**config.mk**
```make
export PLATFORM = sky130hd
export DESIGN_NAME = softmax_argmax_flat
export DESIGN_NICKNAME = d
export VERILOG_FILES = /design/src/rtl/softmax_argmax_if.sv /design/src/rtl/softmax_argmax.sv /design/src/flat_wrapper.sv
export SDC_FILE = /design/constraint.sdc
export NUM_CORES = 1
export LEC_CHECK = 0
export BUFFER_PORTS_ARGS = -buffer_cell sky130_fd_sc_hd__buf_2
export CORE_ASPECT_RATIO = 1.75
export CORE_MARGIN = 3
export CORE_UTILIZATION = 58
export DETAILED_ROUTE_END_ITERATION = 10
export PLACE_DENSITY = 0.86
export SETUP_SLACK_MARGIN = 0.15
export SLEW_MARGIN = 25
export SYNTH_ARGS = -nofsm -noshare
export SYNTH_HDL_FRONTEND = slang
export SYNTH_SLANG_ARGS = --single-unit
export TNS_END_PERCENT = 30
```
**constraint.sdc**
```tcl
create_clock -name clk -period 5.6 [get_ports clk]
set_input_delay 0.56 -clock clk [delete_from_list [all_inputs] [get_ports clk]]
set_output_delay 0.56 -clock clk [all_outputs]
set_load 0.01 [all_outputs]
```
**src/rtl/softmax_argmax_if.sv**
```systemverilog
// Handshake and result bundle between the softmax stage, the classifier and the host status port.
// The master drives the request; the slave drives busy/done and the registered results.
interface softmax_argmax_if #(
    parameter int DATA_WIDTH = 8,
    parameter int NODES      = 8
);
    localparam int IDX_W = (NODES > 1) ? $clog2(NODES) : 1;

    logic                          start;
    logic [DATA_WIDTH*NODES-1:0]   probs;
    logic                          busy;
    logic                          done;
    logic [IDX_W-1:0]              class_idx;
    logic [DATA_WIDTH-1:0]         max_prob;
    logic [DATA_WIDTH-1:0]         second_prob;
    logic [DATA_WIDTH-1:0]         margin;
    logic                          confident;
    logic                          sum_err;

    modport master (
        output start, probs,
        input  busy, done, class_idx, max_prob, second_prob, margin, confident, sum_err
    );

    modport slave (
        input  start, probs,
        output busy, done, class_idx, max_prob, second_prob, margin, confident, sum_err
    );
endinterface

```
**src/rtl/softmax_argmax.sv**
```systemverilog
// Sequential top-2 / argmax scan over a latched Q0.8 probability vector, one element per cycle.
// Latency NODES+1 edges from accepted start to done; start is ignored while scanning.
module softmax_argmax #(
    parameter int DATA_WIDTH = 8,
    parameter int NODES      = 8,
    parameter int THRESH     = 128,
    parameter int MARGIN_MIN = 32,
    parameter int SUM_TOL    = 8
) (
    input  logic              clk,
    input  logic              reset,
    softmax_argmax_if.slave   bus
);
    localparam int IDX_W = $clog2(NODES);
    localparam int SUM_W = DATA_WIDTH + $clog2(NODES);

    typedef enum logic [1:0] {IDLE, SCAN, DONE} state_t;

    state_t                      state;
    logic [DATA_WIDTH*NODES-1:0] vec;
    logic [IDX_W-1:0]            idx;
    logic [IDX_W-1:0]            best_idx;
    logic [DATA_WIDTH-1:0]       best;
    logic [DATA_WIDTH-1:0]       second;
    logic [SUM_W-1:0]            sum;

    logic [DATA_WIDTH-1:0]       elem;
    logic [IDX_W-1:0]            nxt_best_idx;
    logic [DATA_WIDTH-1:0]       nxt_best;
    logic [DATA_WIDTH-1:0]       nxt_second;
    logic [DATA_WIDTH-1:0]       nxt_margin;
    logic [SUM_W-1:0]            nxt_sum;
    logic                        nxt_conf;
    logic                        nxt_sum_err;
    logic                        last;
    int                          sum_val;
    int                          sum_dev;

    always_comb begin
        elem         = vec[DATA_WIDTH*idx +: DATA_WIDTH];
        nxt_best     = best;
        nxt_second   = second;
        nxt_best_idx = best_idx;
        // Strict compares: the earliest index keeps the max, an equal later value lands in second.
        if (elem > best) begin
            nxt_second   = best;
            nxt_best     = elem;
            nxt_best_idx = idx;
        end else if (elem > second) begin
            nxt_second = elem;
        end
        nxt_sum     = sum + SUM_W'(elem);
        nxt_margin  = nxt_best - nxt_second;
        nxt_conf    = (nxt_best >= DATA_WIDTH'(THRESH)) && (nxt_margin >= DATA_WIDTH'(MARGIN_MIN));
        sum_val     = int'(nxt_sum);
        sum_dev     = (sum_val > 256) ? (sum_val - 256) : (256 - sum_val);
        nxt_sum_err = (sum_dev > SUM_TOL);
        last        = (idx == IDX_W'(NODES - 1));
    end

    always_ff @(posedge clk or negedge reset) begin
        if (!reset) begin
            state           <= IDLE;
            vec             <= '0;
            idx             <= '0;
            best_idx        <= '0;
            best            <= '0;
            second          <= '0;
            sum             <= '0;
            bus.busy        <= 1'b0;
            bus.done        <= 1'b0;
            bus.class_idx   <= '0;
            bus.max_prob    <= '0;
            bus.second_prob <= '0;
            bus.margin      <= '0;
            bus.confident   <= 1'b0;
            bus.sum_err     <= 1'b0;
        end else begin
            bus.done <= 1'b0;
            case (state)
                IDLE, DONE: begin
                    if (bus.start) begin
                        vec      <= bus.probs;
                        idx      <= '0;
                        best_idx <= '0;
                        best     <= '0;
                        second   <= '0;
                        sum      <= '0;
                        bus.busy <= 1'b1;
                        state    <= SCAN;
                    end else begin
                        state <= IDLE;
                    end
                end
                SCAN: begin
                    best     <= nxt_best;
                    second   <= nxt_second;
                    best_idx <= nxt_best_idx;
                    sum      <= nxt_sum;
                    idx      <= idx + 1'b1;
                    // All results commit together so the host never sees a mixed set.
                    if (last) begin
                        bus.class_idx   <= nxt_best_idx;
                        bus.max_prob    <= nxt_best;
                        bus.second_prob <= nxt_second;
                        bus.margin      <= nxt_margin;
                        bus.confident   <= nxt_conf;
                        bus.sum_err     <= nxt_sum_err;
                        bus.done        <= 1'b1;
                        bus.busy        <= 1'b0;
                        state           <= DONE;
                    end
                end
                default: state <= IDLE;
            endcase
        end
    end
endmodule

```
**src/flat_wrapper.sv**
```systemverilog
// flat-port wrapper written by rule: the top's interface ports become plain ports
module softmax_argmax_flat 
#(
    parameter int DATA_WIDTH = 8,
    parameter int NODES      = 8,
    parameter int THRESH     = 128,
    parameter int MARGIN_MIN = 32,
    parameter int SUM_TOL    = 8
)
  (clk, reset, bus_start, bus_probs, bus_busy, bus_done, bus_class_idx, bus_max_prob, bus_second_prob, bus_margin, bus_confident, bus_sum_err);
  softmax_argmax_if #(.DATA_WIDTH(DATA_WIDTH), .NODES(NODES)) bus_i ();
  input  logic clk;
  input  logic reset;
  input wire logic [$bits(bus_i.start)-1:0] bus_start;
  input wire logic [$bits(bus_i.probs)-1:0] bus_probs;
  output wire logic [$bits(bus_i.busy)-1:0] bus_busy;
  output wire logic [$bits(bus_i.done)-1:0] bus_done;
  output wire logic [$bits(bus_i.class_idx)-1:0] bus_class_idx;
  output wire logic [$bits(bus_i.max_prob)-1:0] bus_max_prob;
  output wire logic [$bits(bus_i.second_prob)-1:0] bus_second_prob;
  output wire logic [$bits(bus_i.margin)-1:0] bus_margin;
  output wire logic [$bits(bus_i.confident)-1:0] bus_confident;
  output wire logic [$bits(bus_i.sum_err)-1:0] bus_sum_err;
  assign bus_i.start = bus_start;
  assign bus_i.probs = bus_probs;
  assign bus_busy = bus_i.busy;
  assign bus_done = bus_i.done;
  assign bus_class_idx = bus_i.class_idx;
  assign bus_max_prob = bus_i.max_prob;
  assign bus_second_prob = bus_i.second_prob;
  assign bus_margin = bus_i.margin;
  assign bus_confident = bus_i.confident;
  assign bus_sum_err = bus_i.sum_err;
  softmax_argmax #(.DATA_WIDTH(DATA_WIDTH), .NODES(NODES), .THRESH(THRESH), .MARGIN_MIN(MARGIN_MIN), .SUM_TOL(SUM_TOL)) u_core (.clk(clk), .reset(reset), .bus(bus_i));
endmodule
```
==> results.yml <==
logic_synthesis:
  synth_edf_count: 0
  yosysTopAreaCell: "dfrtp_1"
  ys.flop_type: "dfrtp_1"
  ys_seq_elements: 130
  netlist.area_leader.share_pct: 47.31
  synthTopCellsByArea: "dfrtp_1, mux2_2, ha_1"
  netlist_instances: 602
  synth_cell_type_count: 55
  ys_seq_area_share_pct: 47.31
  synthArstFlopShare_pct: 100.0
  synth_common_cells: "dfrtp_1, mux2_2, nand2_1, o21ai_0, ha_1"
  syn_nets: 707
  syn_avg_cell_area_sq_um: 11.42
  yosysWarnings: 0
  synth_most_common_cell: "dfrtp_1"
  syn_area_sq_um: 6877
place:
  numPortBuffers: 97
  hpwl_microns: 12010
  placed_cell_area_sq_um: 7517
  place.gp.congestion: 0.9022
  dp_slack_ns: 0.2850
global_routing:
  grt_max_degree: 70
  grt.total_usage_pct: 27.53
  antenna_found_initial: 0
  grt_pass1_vias: 5556
  grt_pass1_wl_microns: 27650
  grt_overflow_total: 0
job:
  maxCapViolations: 0
critical_path:
  critPathSlowestCell: "mux4_1"
  crit_family: "compound AO/OA/AOI/OAI gates"
  worstSetupPathType: "reg2reg"
  worstPathCellList: "buf_12 > mux4_1 > mux2_4 > ha_1 > a211oi_2 > nor2_2 > o31a_1 > o31ai_2 > buf_4 > mux2i_1 > o21a_1 > inv_1 > fa_1 > inv_1 > a21oi_1 > a21oi_1 > o31a_1 > o31ai_1 > a21boi_2 > nand4_1 > o31ai_2 > o21ai_1 > a22o_1"
  timing.rr.end: "u_core.bus.confident$_DFFE_PN0P_"
  timing.rr.start: "u_core.idx[0]$_DFFE_PN0P_"
  crit_fanout: 12
  worst-path-buf-inv: 4
  cp-end-kind: "register"
  reg2regPathDepth: 23
  cp_slowest_stage_delay_ns: 0.55
  crit_arrival_ns: 5.52
  cp.required_ns: 5.91
  ff2ff_setup_slack_ns: 0.40
  start_kind: "register"
routing:
  drcViolationCount: 0
  viasPerCell: 6.191
  wl_microns: 17170
  num_vias: 5275
  drt-initial-drc-count: 315
  dr.pass1.iters: 6
  detail-route-antenna-nets: 0
  wl_per_cell_microns: 20.15
cells_and_area:
  area_delta_synth_final_pct: 19.30
  antenna_cells: 0
  final_cell_area_sq_um: 8204
  fin_nets: 809
  fillerInstances: 790
  drive_gt1_share_pct: 34.59
cts:
  root_buffer: "clkbuf_16"
  cts_tree: "yes"
  clockBufferDepth: 2
  clk_latency_ns: 0.43
  path_clk_slew_ns: 0.07
  cts_sinks: 130
  cts_hold_buf: 0
  h-tree-depth: 4
  cts_inserted_buffers: 17
sta:
  worst_slew_pin_slew_ns: 0.8544
  hold_viol: 0
  setup_viol: 0
  slew_viol_final: 0
  slew_headroom_pct: 43.04
  fin_skew_ns: 0.008906
  finalSetupTns_ns: 0
  fmax_mhz: 192.2
  finalCritPeriodShare_pct: 92.92
  period_minus_slack_ns: 5.203
  whs_ns: 0.2150
  setup_slack_ns: 0.3967
  rsz0062_at_grt: "false"
die:
  die-area_sq_um: 13250
  core_sq_um: 11580
  die_y_microns: 150.0
  num_io_pins: 98
  die_w_microns: 88.31
  initial_core_util_pct: 59.38
  row_count: 52
outcome:
  status: "complete, no violations"
worst_hold_path:
  hold_path.class: "in2async"
flip-flops by register name, indices dropped and copies added, names as in the netlist:
name,count
u_core.best,8
u_core.best_idx,3
u_core.bus.busy,1
u_core.bus.class_idx,3
u_core.bus.confident,1
u_core.bus.done,1
u_core.bus.margin,8
u_core.bus.max_prob,8
u_core.bus.second_prob,8
u_core.bus.sum_err,1
u_core.idx,3
u_core.second,8
u_core.state,2
u_core.sum,11
u_core.vec,64
cell type report:
cell class | count | area (sq um) | area share [%]
inverter | 31 | 116.4 | 1.418
tap | 135 | 168.9 | 2.059
clock inverter | 15 | 191.4 | 2.333
clock buffer | 17 | 425.4 | 5.185
sequential | 130 | 3256 | 39.68
multi-input combinational | 410 | 3417 | 41.65
timing repair buffer | 114 | 629.4 | 7.671
worst register-to-register path, delay by kind of cell, from the launching register on:
family	cells	cell delay [ns]
buffers and inverters	4	0.51
muxes	3	1.08
AOI/OAI and AO/OA	12	2.02
and+or+nand+nor	2	0.27
adders and majority gates	2	0.79
DFF	1	0.41
how the worst max path moves through the flow:
stage	start	to	slack (ns)	depth (start not counted)
3_3_place_gp	u_core.idx[1]$_DFFE_PN0P_	u_core.bus.confident$_DFFE_PN0P_	0.53	23
3_5_place_dp	u_core.idx[1]$_DFFE_PN0P_	u_core.bus.confident$_DFFE_PN0P_	0.29	23
6_report	u_core.idx[0]$_DFFE_PN0P_	u_core.bus.confident$_DFFE_PN0P_	0.40	23
4_1_cts	u_core.idx[1]$_DFFE_PN0P_	u_core.bus.confident$_DFFE_PN0P_	0.20	23
5_1_grt	u_core.idx[0]$_DFFE_PN0P_	u_core.bus.confident$_DFFE_PN0P_	0.15	23
2_1_floorplan	u_core.idx[0]$_DFFE_PN0P_	u_core.bus.confident$_DFFE_PN0P_	0.45	23
layout by cell type (no fill, tap or decap), drive strengths merged, types with 6 or more instances in the layout:
cell type  instances
dfrtp            130
buf              114
mux2              74
nand2             55
o21ai             52
inv               38
ha                36
a21oi             27
nor2              23
clkbuf            17
mux4              16
a22o              14
xnor2             12
nand3              8
mux2i              8
nand4              6
a21o               6
o31ai              6
kinds of logic after synthesis:
kind of cell | synth area share (%)
compound gates | 12.28
fa+ha+maj | 7.132
simple gates | 8.698
xor+xnor | 2.038
mux | 18.98
flops | 47.31
buf+inv | 3.566
routing by layer:
metal	GRT usage, %	routed length [microns]
met1	31.07	6241
met4	12.71	589
met2	49.10	9508
met3	5.014	826
met5	0	0
metrics by stage:
step,util (%),instances
detailed placement,64.91,817
global route,70.84,852
finish,70.84,852
floorplan,-,602
CTS,70.24,849
global placement,64.91,817
repair_timing:
item / 4_1_cts / 5_1_grt
endpoints found under the setup margin: 0 / 4
resized for setup: 0 / 20
setup buffers: 0 / 2
Power is left out: the tool's default activity adds up to more than one toggle a clock period on the data nets, which glitch-free logic cannot reach.
